## src/rtl/pc_fetch_ctrl_pkg.sv

```systemverilog
`default_nettype none
// ============================================================================
//  Module      : pc_fetch_ctrl_pkg
//  Description : Shared definitions for the PC / instruction-fetch controller:
//                default reset and exception vectors, and the fetch FSM state
//                encoding.
//  Revision    : 1.0  initial release
// ============================================================================
package pc_fetch_ctrl_pkg;

    localparam logic [31:0] RESET_PC_DEFAULT   = 32'h0000_3000;
    localparam logic [31:0] EXC_VECTOR_DEFAULT = 32'h0000_4180;
    localparam logic [31:0] PC_STEP            = 32'd4;

    // FETCH: request outstanding to imem for pc_q.
    // HOLD : word for pc_q already captured in the skid buffer, waiting on stall.
    typedef enum logic {
        FETCH = 1'b0,
        HOLD  = 1'b1
    } fetch_state_e;

endpackage : pc_fetch_ctrl_pkg
`default_nettype wire

```

## src/rtl/pc_fetch_ctrl_if.sv

```systemverilog
`default_nettype none
// ============================================================================
//  Module      : pc_fetch_ctrl_if
//  Description : Instruction-memory fetch bus.
//                req   - fetch request valid           (master -> slave)
//                addr  - fetch address                 (master -> slave)
//                ready - rdata valid for addr this cycle (slave -> master)
//                rdata - instruction word              (slave -> master)
//  Revision    : 1.0  initial release
// ============================================================================
interface pc_fetch_ctrl_if;

    logic        req;
    logic [31:0] addr;
    logic        ready;
    logic [31:0] rdata;

    modport master (
        output req,
        output addr,
        input  ready,
        input  rdata
    );

    modport slave (
        input  req,
        input  addr,
        output ready,
        output rdata
    );

endinterface : pc_fetch_ctrl_if
`default_nettype wire

```

## src/rtl/pc_fetch_ctrl_skid_buf.sv

```systemverilog
`default_nettype none
// ============================================================================
//  Module      : pc_fetch_ctrl_skid_buf
//  Description : One-entry instruction skid buffer. Captures a fetched word
//                that arrives while the pipeline is stalled so imem does not
//                have to be re-requested.
//  Ports       : clk, reset   - clock, asynchronous active-high reset
//                load         - capture din, set full
//                drain        - word consumed, clear full
//                flush        - discard contents (highest priority)
//                din / dout   - 32-bit word in / buffered word out
//                full         - dout holds a valid word
//  Revision    : 1.0  initial release
// ============================================================================
module pc_fetch_ctrl_skid_buf (
    input  wire logic        clk,
    input  wire logic        reset,
    input  wire logic        load,
    input  wire logic        drain,
    input  wire logic        flush,
    input  wire logic [31:0] din,
    output logic      [31:0] dout,
    output logic             full
);

    always_ff @(posedge clk or posedge reset) begin
        if (reset) begin
            dout <= 32'd0;
            full <= 1'b0;
        end else if (flush) begin
            full <= 1'b0;
        end else if (load) begin
            dout <= din;
            full <= 1'b1;
        end else if (drain) begin
            full <= 1'b0;
        end
    end

endmodule : pc_fetch_ctrl_skid_buf
`default_nettype wire

```

## src/rtl/pc_fetch_ctrl.sv

```systemverilog
`default_nettype none
// ============================================================================
//  Module      : pc_fetch_ctrl
//  Description : Owns the PC register, issues instruction fetches over the
//                imem bus and loads the IF/ID register. Applies hazard stall,
//                exception entry and eret; latches an ID-stage control
//                transfer until the PC next advances (branch delay slot).
//  Ports       : clk, reset            - clock, asynchronous active-high reset
//                stall                 - hold IF/ID and PC
//                npc_sel / npc_in      - ID control transfer pulse / target
//                exc_req               - exception: flush, PC <= EXC_VECTOR
//                eret_req / epc_in     - return: flush, PC <= epc_in
//                imem                  - fetch bus (master side)
//                if_id_ir/pc/pc4/valid - IF/ID pipeline register
//  Revision    : 1.0  initial release
// ============================================================================
module pc_fetch_ctrl
    import pc_fetch_ctrl_pkg::*;
#(
    parameter logic [31:0] RESET_PC   = RESET_PC_DEFAULT,
    parameter logic [31:0] EXC_VECTOR = EXC_VECTOR_DEFAULT
) (
    input  wire logic            clk,
    input  wire logic            reset,
    input  wire logic            stall,
    input  wire logic            npc_sel,
    input  wire logic [31:0]     npc_in,
    input  wire logic            exc_req,
    input  wire logic            eret_req,
    input  wire logic [31:0]     epc_in,
    pc_fetch_ctrl_if.master      imem,
    output logic      [31:0]     if_id_ir,
    output logic      [31:0]     if_id_pc,
    output logic      [31:0]     if_id_pc4,
    output logic                 if_id_valid
);

    fetch_state_e state_q, state_next;
    logic [31:0]  pc_q, pc_next;
    logic         pend_vld, pend_vld_next;
    logic [31:0]  pend_pc, pend_pc_next;
    logic [31:0]  ir_next, ifpc_next, ifpc4_next;
    logic         valid_next;

    logic         in_fetch;
    logic         adv;
    logic         redirect;
    logic         buf_load, buf_drain;
    logic [31:0]  buf_data;
    logic         buf_full;
    logic [31:0]  word;
    logic [31:0]  pc_plus4;

    pc_fetch_ctrl_skid_buf u_skid_buf (
        .clk   (clk),
        .reset (reset),
        .load  (buf_load),
        .drain (buf_drain),
        .flush (redirect),
        .din   (imem.rdata),
        .dout  (buf_data),
        .full  (buf_full)
    );

    // The request is gated by reset so it drops the instant reset asserts,
    // not at the next edge; imem must tolerate the abandoned request.
    assign imem.req  = (state_q == FETCH) && !reset;
    assign imem.addr = pc_q;

    assign in_fetch = (state_q == FETCH);
    assign adv      = (in_fetch && imem.ready && !stall) || (!in_fetch && !stall);
    assign redirect = exc_req || eret_req;
    assign pc_plus4 = pc_q + PC_STEP;
    // The buffer is full exactly while in HOLD, so it selects the word source.
    assign word     = buf_full ? buf_data : imem.rdata;

    always_comb begin
        state_next    = state_q;
        pc_next       = pc_q;
        pend_vld_next = pend_vld;
        pend_pc_next  = pend_pc;
        ir_next       = if_id_ir;
        ifpc_next     = if_id_pc;
        ifpc4_next    = if_id_pc4;
        valid_next    = if_id_valid;
        buf_load      = 1'b0;
        buf_drain     = 1'b0;

        if (redirect) begin
            // Exception entry / return override stall and discard any word
            // in flight or buffered; exc_req wins when both are raised.
            pc_next       = exc_req ? EXC_VECTOR : epc_in;
            valid_next    = 1'b0;
            pend_vld_next = 1'b0;
            state_next    = FETCH;
        end else if (adv) begin
            ir_next       = word;
            ifpc_next     = pc_q;
            ifpc4_next    = pc_plus4;
            valid_next    = 1'b1;
            // A transfer latched earlier (delay slot was still fetching)
            // takes precedence over a fresh one this cycle.
            pc_next       = pend_vld ? pend_pc : (npc_sel ? npc_in : pc_plus4);
            pend_vld_next = 1'b0;
            state_next    = FETCH;
            buf_drain     = 1'b1;
        end else begin
            if (in_fetch && imem.ready && stall) begin
                buf_load   = 1'b1;
                state_next = HOLD;
            end
            if (in_fetch && !imem.ready && !stall) begin
                valid_next = 1'b0;
            end
            // Remember the transfer until the delay-slot word is consumed.
            if (npc_sel) begin
                pend_pc_next  = npc_in;
                pend_vld_next = 1'b1;
            end
        end
    end

    always_ff @(posedge clk or posedge reset) begin
        if (reset) begin
            state_q     <= FETCH;
            pc_q        <= RESET_PC;
            pend_vld    <= 1'b0;
            pend_pc     <= 32'd0;
            if_id_ir    <= 32'd0;
            if_id_pc    <= 32'd0;
            if_id_pc4   <= 32'd0;
            if_id_valid <= 1'b0;
        end else begin
            state_q     <= state_next;
            pc_q        <= pc_next;
            pend_vld    <= pend_vld_next;
            pend_pc     <= pend_pc_next;
            if_id_ir    <= ir_next;
            if_id_pc    <= ifpc_next;
            if_id_pc4   <= ifpc4_next;
            if_id_valid <= valid_next;
        end
    end

endmodule : pc_fetch_ctrl
`default_nettype wire

```

## src/flat_wrapper.sv

```systemverilog
// flat-port wrapper written by rule: the top's interface ports become plain ports
module pc_fetch_ctrl_flat import pc_fetch_ctrl_pkg::*;
#(
    parameter logic [31:0] RESET_PC   = RESET_PC_DEFAULT,
    parameter logic [31:0] EXC_VECTOR = EXC_VECTOR_DEFAULT
)
  (clk, reset, stall, npc_sel, npc_in, exc_req, eret_req, epc_in, if_id_ir, if_id_pc, if_id_pc4, if_id_valid, imem_req, imem_addr, imem_ready, imem_rdata);
  pc_fetch_ctrl_if imem_i ();
  input  wire logic clk;
  input  wire logic reset;
  input  wire logic stall;
  input  wire logic npc_sel;
  input  wire logic [31:0] npc_in;
  input  wire logic exc_req;
  input  wire logic eret_req;
  input  wire logic [31:0] epc_in;
  output logic      [31:0] if_id_ir;
  output logic      [31:0] if_id_pc;
  output logic      [31:0] if_id_pc4;
  output logic if_id_valid;
  output wire logic [$bits(imem_i.req)-1:0] imem_req;
  output wire logic [$bits(imem_i.addr)-1:0] imem_addr;
  input wire logic [$bits(imem_i.ready)-1:0] imem_ready;
  input wire logic [$bits(imem_i.rdata)-1:0] imem_rdata;
  assign imem_req = imem_i.req;
  assign imem_addr = imem_i.addr;
  assign imem_i.ready = imem_ready;
  assign imem_i.rdata = imem_rdata;
  pc_fetch_ctrl #(.RESET_PC(RESET_PC), .EXC_VECTOR(EXC_VECTOR)) u_core (.clk(clk), .reset(reset), .stall(stall), .npc_sel(npc_sel), .npc_in(npc_in), .exc_req(exc_req), .eret_req(eret_req), .epc_in(epc_in), .imem(imem_i), .if_id_ir(if_id_ir), .if_id_pc(if_id_pc), .if_id_pc4(if_id_pc4), .if_id_valid(if_id_valid));
endmodule
```

## config.mk

```make
export PLATFORM = sky130hd
export DESIGN_NAME = pc_fetch_ctrl_flat
export DESIGN_NICKNAME = d
export VERILOG_FILES = /design/src/rtl/pc_fetch_ctrl_pkg.sv /design/src/rtl/pc_fetch_ctrl_if.sv /design/src/rtl/pc_fetch_ctrl_skid_buf.sv /design/src/rtl/pc_fetch_ctrl.sv /design/src/flat_wrapper.sv
export SDC_FILE = /design/constraint.sdc
export NUM_CORES = 1
export LEC_CHECK = 0
export CAP_MARGIN = 40
export CORE_MARGIN = 4
export CORE_UTILIZATION = 55
export CTS_BUF_LIST = sky130_fd_sc_hd__clkbuf_4
export DETAILED_ROUTE_END_ITERATION = 8
export MAX_ROUTING_LAYER = met4
export PLACE_DENSITY = 0.89
export SLEW_MARGIN = 20
export SYNTH_ARGS = -nofsm -noshare
export SYNTH_HDL_FRONTEND = slang
export SYNTH_SLANG_ARGS = --single-unit
```

## constraint.sdc

```tcl
create_clock -name clk -period 11.6 [get_ports clk]
set_clock_uncertainty 0.15 [all_clocks]
set_input_delay 2.32 -clock clk [delete_from_list [all_inputs] [get_ports clk]]
set_output_delay 2.32 -clock clk [all_outputs]
set_load 0.03 [all_outputs]
```

* Yosys cells after proc, flatten, opt, wreduce, memory -nomap -nowiden *
Cells that the tools add are included.

storage, ports and cells
  word-level logic and storage cells = 57
  register bits = 196

operators by class
  multiplexer cells = 23
  reductions and logical operators = 20
  bitwise operators = 3
  $add $sub $neg = 1

operators with widths
  cell                   count
  $mux 32                6
  $add 32x3->32 const B  1
  $mux 1                 17
  $reduce_bool 3->1      4
  $logic_and 1x1->1      7
  $reduce_and 2->1       2
  $logic_not 1->1        3
  $not 1->1              3
  $reduce_and 3->1       1
  $logic_or 1x1->1       2
  $reduce_bool 2->1      1

* Depth between registers and ports, before layout *
Gate-level depths: netlist (run 1).

  depth in word-level cells = 9
  gate-level depth with buffers = 7

* Modules after synthesis *
A second synthesis (run 1) with hierarchy kept.

second synthesis, totals
  cells, all modules = 873
  area total of the unflattened synthesis = 9226.3 um^2

modules (own cells, without submodules)
  module                  area each (um^2)  times used  sequential area each (um^2)  cells an instance
  pc_fetch_ctrl           7823.8            1           4031.4                       799
  pc_fetch_ctrl_skid_buf  1402.6            1           825.8                        74

* Least setup slack after synthesis (run 1) *
Ideal clock, no wire load.

  kind = input to output
  start point = input port reset
  end point = output port imem_req
  cell stages on the path = 1
  setup slack = 6.408 ns
  data required time = 9.130 ns
  arrival = 2.722 ns
  path buffers = 0
  cell sequence = nor2_1

between the ends
  word-level cells in the longest chain between the ends = 2

RTL lines
  what               RTL line             RTL
  from (decl)        flat_wrapper.sv:10   input wire logic reset;
  $logic_not 1->1    pc_fetch_ctrl.sv:67  assign imem.req = (state_q == FETCH) && !reset;
  $logic_and 1x1->1  pc_fetch_ctrl.sv:67
  to (decl)          flat_wrapper.sv:21   output wire logic [$bits(imem_i.req)-1:0] imem_req;

Every way passes these cells.

* Final worst setup path (run 1) *
Same ends and word-level chain as after synthesis.

==> parameters.txt, run 1 <==
Parameter                              Value

Run status
  Result of the run ... completed

Synth
  Register bit total from synthesis ... 194
  Most used flip-flop cell after synthesis ... sky130_fd_sc_hd__dfrtp_1
  Cells after synthesis ... 869
  Post-synthesis async set-or-reset flop share ... 100%
  Synth unique cells ... 61
  Count of flip-flops with a built-in enable after synthesis ... 0
  Number of nets produced by synthesis ... 973
  Syn Area/Cell ... 10.3 um2
  Number of warnings reported in the yosys synthesis log ... 0
  Top cell type's share of synthesized area ... 53.8%
  Cell type contributing the most total cell area after synthesis ... sky130_fd_sc_hd__dfrtp_1
  Combined area of all synthesized cells ... 8930 um2
  Part of the Yosys area used for sequential elements ... 54.4%
  Leading post-synthesis cells by cell area ... sky130_fd_sc_hd__dfrtp_1, sky130_fd_sc_hd__nand2_1, sky130_fd_sc_hd__mux2_2

Timing
  Final critical-path share of the clock period ... 52.7%
  Final Setup Violations ... 0
  Minimum clock period after layout ... 6.11 ns
  Worst-Margin Slew ... 0.712 ns
  Worst rel slew slack ... 52.4%
  Unrepaired setup endpoints after global routing ... false
  Hold Violations, Final ... 0
  Pins Over Slew Limit ... 0
  Highest clock rate ... 0.164 GHz
  Summed negative setup slack over all endpoints ... 0 ns

Power
  Sw Share ... 34.5%
  Part of the power in registers ... 49.5%
  Net load switching power ... 0.000602 W
  Peak supply drop ... 0.0652 mV
  Pwr dens ... 148 nW/um2
  Part of the power in combinational logic ... 28.6%
  Clock network power share ... 22.0%
  P_int ... 0.00114 W
  Pleak ... 4.99 nW

Hold path
  Cell depth of the worst min-delay path ... 2
  HP Class ... flip-flop to flip-flop

Die
  Width of the die ... 135 um
  Initial Util ... 56.2%
  Die height ... 135 um
  Total number of placement rows ... 46
  Die area ... 18300 um2
  Placeable core area ... 15900 um2
  I/O pin total ... 233

Worst setup path
  Endpoint type of the worst setup path ... output pin
  Data arrival, critical path ... 3.64 ns
  CP startpoint ... reset
  Slack of the worst reg-to-reg path ... 8.71 ns
  Crit path required time ... 9.13 ns
  Worst setup path endpoint ... imem_req
  Endpoint of the worst register-to-register path ... u_core.imem.addr[8]
  Worst Reg-to-Reg Cells ... 6
  Nature of the critical path startpoint ... primary input
  Critical register-to-register path startpoint ... u_core.state_q
  Peak fanout along the critical path ... 2
  Category of the critical setup timing path ... primary input to output pin

Clock network
  Total clock buffers created by CTS ... 17
  Buffer type at the clock tree root ... sky130_fd_sc_hd__clkbuf_4
  Resized Gates After CTS ... 0
  Clock slew at reported path FFs ... 0.15 ns
  Clock tree from TritonCTS ... built
  Maximum count of clock buffers along a single path ... 2
  Htree depth ... 4
  Latest clock arrival within the worst-skew pair ... 0.61 ns
  Count of hold-fix buffers inserted at cts ... 0
  Number of sinks driven by the clock tree ... 194
  Post-CTS repair timing setup buffer count ... 0

Drt
  Via-to-Cell Ratio ... 5.88
  1st-iter DRT viols ... 874
  DR WL/cell ... 19.8 um
  Pre-Repair DR Iteration Count ... 5
  Wire length after detailed routing ... 25800 um
  Via count ... 7681
  Remaining design rule violation count ... 0
  Post-DRT Antenna Nets ... 0

Run
  Max-Cap Viols ... 0

Global route
  Overall routing resource usage ... 28.8%
  Number of global-route vias before repair ... 7275
  First-pass GRT wire length ... 39600 um
  Number of antenna violations at the first check in global routing ... 1
  Pin count of the biggest net entering global routing ... 123
  Total congestion overflow after global routing ... 0

Layout
  Signed area change from the synthesized netlist to the final layout ... 32.0%
  Fin util ... 74.2%
  Layout cells sized above 1 ... 11.7%
  Total number of nets in the final design ... 1180

Placement
  PortBufs ... 232
  Dpl hpwl ... 18700 um
  Final weighted congestion in routability-driven placement ... 0.908
cell families (layout without fill, tap and decap cells):
logic type | Yosys count | in the layout | synth area share, %
muxes | 99 | 99 | 12.0
and+or+nand+nor | 314 | 314 | 16.2
buffers and inverters | 68 | 288 | 3.22
DFF | 194 | 194 | 54.4
other | 0 | 1 | 0
adders and majority gates | 1 | 1 | 0.140
xor gates and xnor gates | 28 | 28 | 2.75
AOI/OAI and AO/OA | 165 | 165 | 11.3
placed cells by master, fill, tap and decap left out, types with 4 or more instances in the layout:
cell                                n
sky130_fd_sc_hd__nand2_1          216
sky130_fd_sc_hd__inv_6              4
sky130_fd_sc_hd__xor2_1            14
sky130_fd_sc_hd__a22oi_1            7
sky130_fd_sc_hd__o211ai_1           4
sky130_fd_sc_hd__nor3_1            10
sky130_fd_sc_hd__and3_1             4
sky130_fd_sc_hd__o22ai_1           12
sky130_fd_sc_hd__clkdlybuf4s50_1  232
sky130_fd_sc_hd__nor2b_1            4
sky130_fd_sc_hd__nand4_1           10
sky130_fd_sc_hd__a211oi_1           4
sky130_fd_sc_hd__nor4_1             5
sky130_fd_sc_hd__inv_8              4
sky130_fd_sc_hd__and4_1             4
sky130_fd_sc_hd__a21oi_1           12
sky130_fd_sc_hd__dfrtp_1          191
sky130_fd_sc_hd__mux2_2            61
sky130_fd_sc_hd__mux2i_1           35
sky130_fd_sc_hd__clkbuf_4          17
sky130_fd_sc_hd__a221oi_1          10
sky130_fd_sc_hd__o21ai_0           91
sky130_fd_sc_hd__inv_1              5
sky130_fd_sc_hd__nor3b_1            8
sky130_fd_sc_hd__buf_4             11
sky130_fd_sc_hd__nand3_1           13
sky130_fd_sc_hd__nor2_1            18
sky130_fd_sc_hd__xnor2_1           14
registers in the layout (all words and copies together), names as in the netlist:
register / cells
u_core.if_id_ir: 32
u_core.if_id_pc: 30
u_core.if_id_pc4: 32
u_core.if_id_valid: 1
u_core.imem.addr: 32
u_core.pend_pc: 32
u_core.pend_vld: 1
u_core.state_q: 1
u_core.u_skid_buf.dout: 32
u_core.u_skid_buf.full: 1
critical path, stage by stage:
cell,delay [ns]
sky130_fd_sc_hd__clkdlybuf4s50_1,0.51
sky130_fd_sc_hd__nor2_1,0.13
sky130_fd_sc_hd__clkdlybuf4s50_1,0.68
power by group through the flow:
stage / registers (W) / logic, W / clock network (W)
after detailed placement: 0.000875 / 0.000499 / 0
after global routing: 0.000876 / 0.000529 / 0.000420
after floorplan: 0.000982 / 0.000154 / 0
after global placement: 0.000869 / 0.000479 / 0
final: 0.000864 / 0.000498 / 0.000383
after CTS: 0.000861 / 0.000500 / 0.000389
layer usage:
layer | GRT usage, % | routed length [um]
met5 | - | 0
met2 | 43.8 | 12100
met1 | 38.9 | 10600
met4 | 10.4 | 830
met3 | 5.83 | 2310
worst min-delay path by stage:
| stage | startpoint | slack (ns) | to |
|---|---|---|---|
| after CTS | u_core.if_id_pc[7] | 0.35 | u_core.if_id_pc[7] |
| after floorplan | u_core.imem.addr[0] | 0.31 | u_core.if_id_pc4[0] |
| final | u_core.if_id_ir[21] | 0.35 | u_core.if_id_ir[21] |
| after global placement | u_core.if_id_pc[28] | 0.31 | u_core.if_id_pc[28] |
| after global routing | u_core.if_id_pc[3] | 0.38 | u_core.if_id_pc[3] |
| after detailed placement | u_core.if_id_pc[7] | 0.31 | u_core.if_id_pc[7] |
cell type report:
| cell class | count | area [um2] |
|---|---|---|
| clock inverters | 15 | 173 |
| fillers | 1112 | 4100 |
| repair buffers | 249 | 2520 |
| flip-flops and latches | 194 | 4860 |
| well taps | 216 | 270 |
| inverters | 7 | 33.8 |
| clock buffers | 17 | 128 |
| diodes | 1 | 2.50 |
| multi-input cells | 607 | 3790 |
per-stage QoR:
stage	cell area [um2]	instances	hold WS, ns	setup slack [ns]	total power, W
6_report	11800	1306	0.347	5.49	0.00174
3_5_place_dp	11500	1272	0.313	5.48	0.00137
3_3_place_gp	11400	1266	0.309	5.49	0.00135
2_1_floorplan	8930	869	0.312	3.85	0.00114
5_1_grt	11800	1306	0.381	5.45	0.00183
4_1_cts	11800	1304	0.348	5.48	0.00175
cells in the mapped netlist, types with 5 or more instances:
cell type and instances:
sky130_fd_sc_hd__o21ai_0 91, sky130_fd_sc_hd__nor3b_1 8, sky130_fd_sc_hd__o22ai_1 12, sky130_fd_sc_hd__xnor2_1 14, sky130_fd_sc_hd__nand4_1 10, sky130_fd_sc_hd__a221oi_1 10
sky130_fd_sc_hd__nor2_1 19, sky130_fd_sc_hd__nor4_1 5, sky130_fd_sc_hd__buf_1 5, sky130_fd_sc_hd__nand3_1 13, sky130_fd_sc_hd__a21oi_1 12, sky130_fd_sc_hd__a22oi_1 7
sky130_fd_sc_hd__xor2_1 14, sky130_fd_sc_hd__dfrtp_1 192, sky130_fd_sc_hd__mux2_2 61, sky130_fd_sc_hd__nor3_1 10, sky130_fd_sc_hd__clkbuf_1 38, sky130_fd_sc_hd__nand2_1 217
sky130_fd_sc_hd__buf_2 14, sky130_fd_sc_hd__inv_1 6, sky130_fd_sc_hd__mux2i_1 35
(Power assumes the default switching activity.)
==> inputs of run 2 (changes only) <==
CORE_UTILIZATION = 46   (was 55)
PLACE_DENSITY = 0.79   (was 0.89)
clock period = 5 ns   (was 11.6 ns; I/O delays follow)
==> parameters.txt, run 2 (synthesized netlist as in run 1, its figures left out) <==
Parameter                              Value

Run status
  Result of the run ... completed

Hold path
  HP Class ... flip-flop to flip-flop

Layout
  Most common cell after layout, fill and taps aside ... sky130_fd_sc_hd__clkdlybuf4s50_1
  Area occupied by registers ... 4860 um2
  Antenna Cells ... 0
  Most frequent cells in the layout ... sky130_fd_sc_hd__clkdlybuf4s50_1, sky130_fd_sc_hd__nand2_1, sky130_fd_sc_hd__dfrtp_1
  Fill cell count ... 1577
  Area used by multi-input combinational logic ... 3790 um2
  Total number of nets in the final design ... 1179
  Signed area change from the synthesized netlist to the final layout ... 31.4%
  Post-Layout Cell Count ... 1348
  Layout cells sized above 1 ... 11.2%

Drt
  Remaining design rule violation count ... 0
  Wire length after detailed routing ... 25700 um
  Via-to-Cell Ratio ... 5.50
  Via count ... 7411
  Post-DRT Antenna Nets ... 0
  Pre-Repair DR Iteration Count ... 5
  DR WL/cell ... 19.1 um
  1st-iter DRT viols ... 601

Worst setup path
  Nature of the critical path startpoint ... primary input
  Standard cell with the maximum stage delay on the critical path ... sky130_fd_sc_hd__clkdlybuf4s50_1
  Chain of cells forming the critical path ... clkdlybuf4s50_1, nor2_1, clkdlybuf4s50_1
  Cell repeated most along the worst path ... sky130_fd_sc_hd__clkdlybuf4s50_1
  Crit-path leading delay family ... buffers and inverters
  Data arrival, critical path ... 2.24 ns
  Crit path required time ... 3.85 ns
  Category of the critical setup timing path ... primary input to output pin
  Peak fanout along the critical path ... 2
  Count of buffering cells on the critical path with inverters included ... 2
  Endpoint type of the worst setup path ... output pin
  Largest incremental delay on the critical path ... 0.67 ns

Global route
  Number of antenna violations at the first check in global routing ... 0
  Overall routing resource usage ... 24.3%
  Total congestion overflow after global routing ... 0
  First-pass GRT wire length ... 40500 um
  Number of global-route vias before repair ... 7224
  Pin count of the biggest net entering global routing ... 115

Placement
  PortBufs ... 232
  Final weighted congestion in routability-driven placement ... 0.856
  Dpl hpwl ... 18700 um
  Dpl cells ... 1316
  Worst slack after detailed placement ... 1.36 ns

Timing
  Final Setup Violations ... 0
  Unrepaired setup endpoints after global routing ... false
  Highest clock rate ... 0.295 GHz
  Pins Over Slew Limit ... 0
  Minimum clock period after layout ... 3.39 ns
  Final critical-path share of the clock period ... 67.9%
  Worst path setup slack after routing ... 1.61 ns
  Summed negative setup slack over all endpoints ... 0 ns
  Hold Violations, Final ... 0
  Worst rel slew slack ... 46.7%
  Worst-Margin Slew ... 0.800 ns

Clock network
  Number of sinks driven by the clock tree ... 194
  Resized Gates After CTS ... 0
  Htree depth ... 4
  Post-CTS repair timing setup buffer count ... 0
  Latest clock arrival within the worst-skew pair ... 0.58 ns
  Clock slew at reported path FFs ... 0.13 ns
  Total clock buffers created by CTS ... 17
  Buffer type at the clock tree root ... sky130_fd_sc_hd__clkbuf_4
  Clock tree from TritonCTS ... built
  Maximum count of clock buffers along a single path ... 2
  Count of hold-fix buffers inserted at cts ... 0

Die
  Die height ... 147 um
  Width of the die ... 147 um
  Total number of placement rows ... 50
  Die area ... 21700 um2
  I/O pin total ... 233
  Initial Util ... 47.3%
  Placeable core area ... 18900 um2

Run
  Max-Cap Viols ... 0

Power
  Pleak ... 4.93 nW
  Peak supply drop ... 0.155 mV
  Pwr dens ... 335 nW/um2
run 2: final cells by class:
type | instances | area share (%)
sequential | 194 | 41.4
inverter | 7 | 0.256
clock inverter | 15 | 0.992
clock buffer | 17 | 1.09
tap | 260 | 2.77
timing repair buffer | 248 | 21.1
multi-input combinational | 607 | 32.3
run 2: path summary, 6_finish.rpt:
kind                                           from              endpoint  slack, ns  cells past startpoint
min in group asynchronous                     reset   u_core.if_id_ir[31]       0.72                      2
worst min-delay path             u_core.if_id_ir[8]    u_core.if_id_ir[8]       0.34                      2
worst min register to register   u_core.if_id_ir[8]    u_core.if_id_ir[8]       0.34                      2
worst max-delay path                          reset              imem_req       1.61                      3
worst max register to register  u_core.imem.addr[2]  u_core.if_id_pc4[22]       2.45                      6
max in group asynchronous                     reset    u_core.pend_pc[19]       3.00                      3
run 2: where the power goes:
part | switching (W) | internal, W | leakage [nW]
sequential | 0.000176 | 0.00183 | 2.45
clock | 0.000544 | 0.000241 | 0.126
combinational | 0.000627 | 0.000510 | 2.35
run 2: routing by layer:
layer  up-vias  global-route usage (%)  wire length, um
li1       3445                       -                -
met1      3599                    33.8            11300
met2       338                    37.2            12100
met3        29                    4.63             1840
met4         0                    5.87              367
met5         -                       -                0
run 2: through the flow:
stage	util (%)	area (um2)	power (W)	hold slack [ns]
floorplan	-	8930	0.00264	0.312
global placement	60.6	11500	0.00314	0.307
detailed placement	60.8	11500	0.00318	0.312
CTS	62.1	11700	0.00396	0.345
global route	62.1	11700	0.00412	0.371
finish	62.1	11700	0.00392	0.343
run 2: tightest hold or removal path, delay by kind of cell (launching register included):
kind / cells / cell delay [ns]
AOI/OAI and AO/OA: 1 / 0.06
and+or+nand+nor: 1 / 0.04
DFF: 1 / 0.36
==> inputs of run 3 (changes only) <==
CORE_UTILIZATION = 51   (was 46)
PLACE_DENSITY = 0.83   (was 0.79)
clock period = 3.5 ns   (was 5 ns; I/O delays follow)
==> parameters.txt, run 3 (synthesized netlist as in run 1, its figures left out) <==
Parameter                              Value

Run status
  Result of the run ... completed

Global route
  Pin count of the biggest net entering global routing ... 161
  Overall routing resource usage ... 26.5%
  Number of antenna violations at the first check in global routing ... 3
  Number of global-route vias before repair ... 7422
  First-pass GRT wire length ... 40300 um
  Total congestion overflow after global routing ... 0

Die
  Die area ... 19700 um2
  Initial Util ... 51.8%
  Width of the die ... 140 um
  Placeable core area ... 17200 um2
  Die height ... 140 um
  Total number of placement rows ... 48
  I/O pin total ... 233

Worst setup path
  Crit-path leading delay family ... buffers and inverters
  CP startpoint ... reset
  Path length in cells of the critical path ... 3
  Critical register-to-register path startpoint ... u_core.imem.addr[2]
  Worst Reg-to-Reg Cells ... 6
  Chain of cells forming the critical path ... clkdlybuf4s50_1, nor2_1, clkdlybuf4s50_1
  Cell repeated most along the worst path ... sky130_fd_sc_hd__clkdlybuf4s50_1
  Endpoint of the worst register-to-register path ... u_core.imem.addr[20]
  Endpoint type of the worst setup path ... output pin
  Nature of the critical path startpoint ... primary input
  Peak fanout along the critical path ... 2
  Data arrival, critical path ... 1.99 ns
  Largest incremental delay on the critical path ... 0.69 ns
  Crit path required time ... 2.65 ns
  Standard cell with the maximum stage delay on the critical path ... sky130_fd_sc_hd__clkdlybuf4s50_1
  Count of buffering cells on the critical path with inverters included ... 2
  Worst setup path endpoint ... imem_req
  Slack of the worst reg-to-reg path ... 1.02 ns
  Category of the critical setup timing path ... primary input to output pin

Layout
  Post-Layout Cell Count ... 1326
  Design Area, Final ... 11800 um2
  Fill cell count ... 1333
  Layout cells sized above 1 ... 12.4%
  Most frequent cells in the layout ... sky130_fd_sc_hd__clkdlybuf4s50_1, sky130_fd_sc_hd__nand2_1, sky130_fd_sc_hd__dfrtp_1
  Most common cell after layout, fill and taps aside ... sky130_fd_sc_hd__clkdlybuf4s50_1
  Signed area change from the synthesized netlist to the final layout ... 32.3%
  Total number of nets in the final design ... 1190

Clock network
  Maximum count of clock buffers along a single path ... 2
  Total clock buffers created by CTS ... 17
  Clock slew at reported path FFs ... 0.13 ns
  Post-CTS repair timing setup buffer count ... 0
  Htree depth ... 4
  Buffer type at the clock tree root ... sky130_fd_sc_hd__clkbuf_4
  Resized Gates After CTS ... 0
  Number of sinks driven by the clock tree ... 194
  Clock tree from TritonCTS ... built
  Latest clock arrival within the worst-skew pair ... 0.59 ns
  Count of hold-fix buffers inserted at cts ... 0

Timing
  Final critical-path share of the clock period ... 81.2%
  Unrepaired setup endpoints after global routing ... false
  Summed negative setup slack over all endpoints ... 0 ns
  Final Setup Violations ... 0
  Worst-Margin Slew ... 0.765 ns
  Minimum clock period after layout ... 2.84 ns
  Hold Violations, Final ... 0
  Highest clock rate ... 0.352 GHz
  Min Hold Slack ... 0.345 ns
  Worst rel slew slack ... 49.0%
  Pins Over Slew Limit ... 0

Power
  Clock network power share ... 21.1%
  P_int ... 0.00377 W
  Part of the power in registers ... 50.3%
  Part of the power in combinational logic ... 28.6%
  Pwr dens ... 482 nW/um2
  Sw Share ... 33.7%
  Net load switching power ... 0.00192 W
  Pleak ... 5.00 nW
  Peak supply drop ... 0.232 mV

Drt
  Post-DRT Antenna Nets ... 0
  DR WL/cell ... 19.1 um
  Remaining design rule violation count ... 0
  Via-to-Cell Ratio ... 5.62
  1st-iter DRT viols ... 643
  Wire length after detailed routing ... 25400 um
  Pre-Repair DR Iteration Count ... 6
  Via count ... 7447

Placement
  PortBufs ... 232
  Final weighted congestion in routability-driven placement ... 0.896
  Placed cell areas ... 11500 um2
  Dpl hpwl ... 18600 um
  Dpl cells ... 1291

Run
  Max-Cap Viols ... 0

Hold path
  HP Class ... flip-flop to flip-flop
run 3: changes by cell type in the layout (fill, tap and decap cells not counted), sizes merged:
cell      delta
clkinv       -4
bufinv       +1
diode        +3
clkbuf       +1
clkinvlp     +1
buf         +11
run 3: layer usage:
metal  up-vias  share of wire [%]  GRT usage [%]
li1       3462                  -              -
met1      3604                 44           36.5
met2       336                 46           40.3
met3        45                7.5           4.85
met4         0                2.4           8.57
met5         -                  0              -
run 3: how the worst min path moves through the flow:
stage,start,end,cells after the start
floorplan,u_core.imem.addr[0],u_core.if_id_pc4[0],2
global placement,u_core.if_id_pc[13],u_core.if_id_pc[13],2
detailed placement,u_core.if_id_pc[3],u_core.if_id_pc[3],2
CTS,u_core.if_id_pc[3],u_core.if_id_pc[3],2
global route,u_core.pend_pc[22],u_core.pend_pc[22],1
finish,u_core.if_id_pc[9],u_core.if_id_pc[9],2
run 3: metrics by stage:
step | util [%] | worst slack, ns | power (W)
finish | 68.5 | 0.657 | 0.00569
global placement | 66.7 | 0.646 | 0.00449
detailed placement | 66.9 | 0.637 | 0.00455
floorplan | - | 0.147 | 0.00377
CTS | 68.5 | 0.645 | 0.00572
global route | 68.5 | 0.588 | 0.00596
run 3: final cells by class:
class | count | area, um2 | share of cell area, %
Timing Repair Buffer | 259 | 2570 | 21.8
Clock buffer | 18 | 135 | 1.14
Sequential cell | 194 | 4860 | 41.1
Tap cell | 225 | 282 | 2.38
Antenna cell | 3 | 7.51 | 0.0635
Clock inverter | 13 | 138 | 1.17
Multi-Input combinational cell | 607 | 3790 | 32.1
Inverter | 7 | 30.0 | 0.254
run 3: power groups by stage:
| stage | sequential (W) | combinational (W) | clock, W |
|---|---|---|---|
| CTS | 0.00286 | 0.00164 | 0.00122 |
| global placement | 0.00289 | 0.00160 | 0 |
| finish | 0.00286 | 0.00163 | 0.00120 |
| detailed placement | 0.00291 | 0.00164 | 0 |
| floorplan | 0.00326 | 0.000510 | 0 |
| global route | 0.00292 | 0.00174 | 0.00130 |
run 3: worst reg2reg max path: cells and delay by family, from the launching register on:
family / cells / cell delay, ns
DFF: 1 / 0.60
xor gates and xnor gates: 1 / 0.23
adders and majority gates: 1 / 0.34
and+or+nand+nor: 3 / 0.90
AOI/OAI and AO/OA: 1 / 0.15
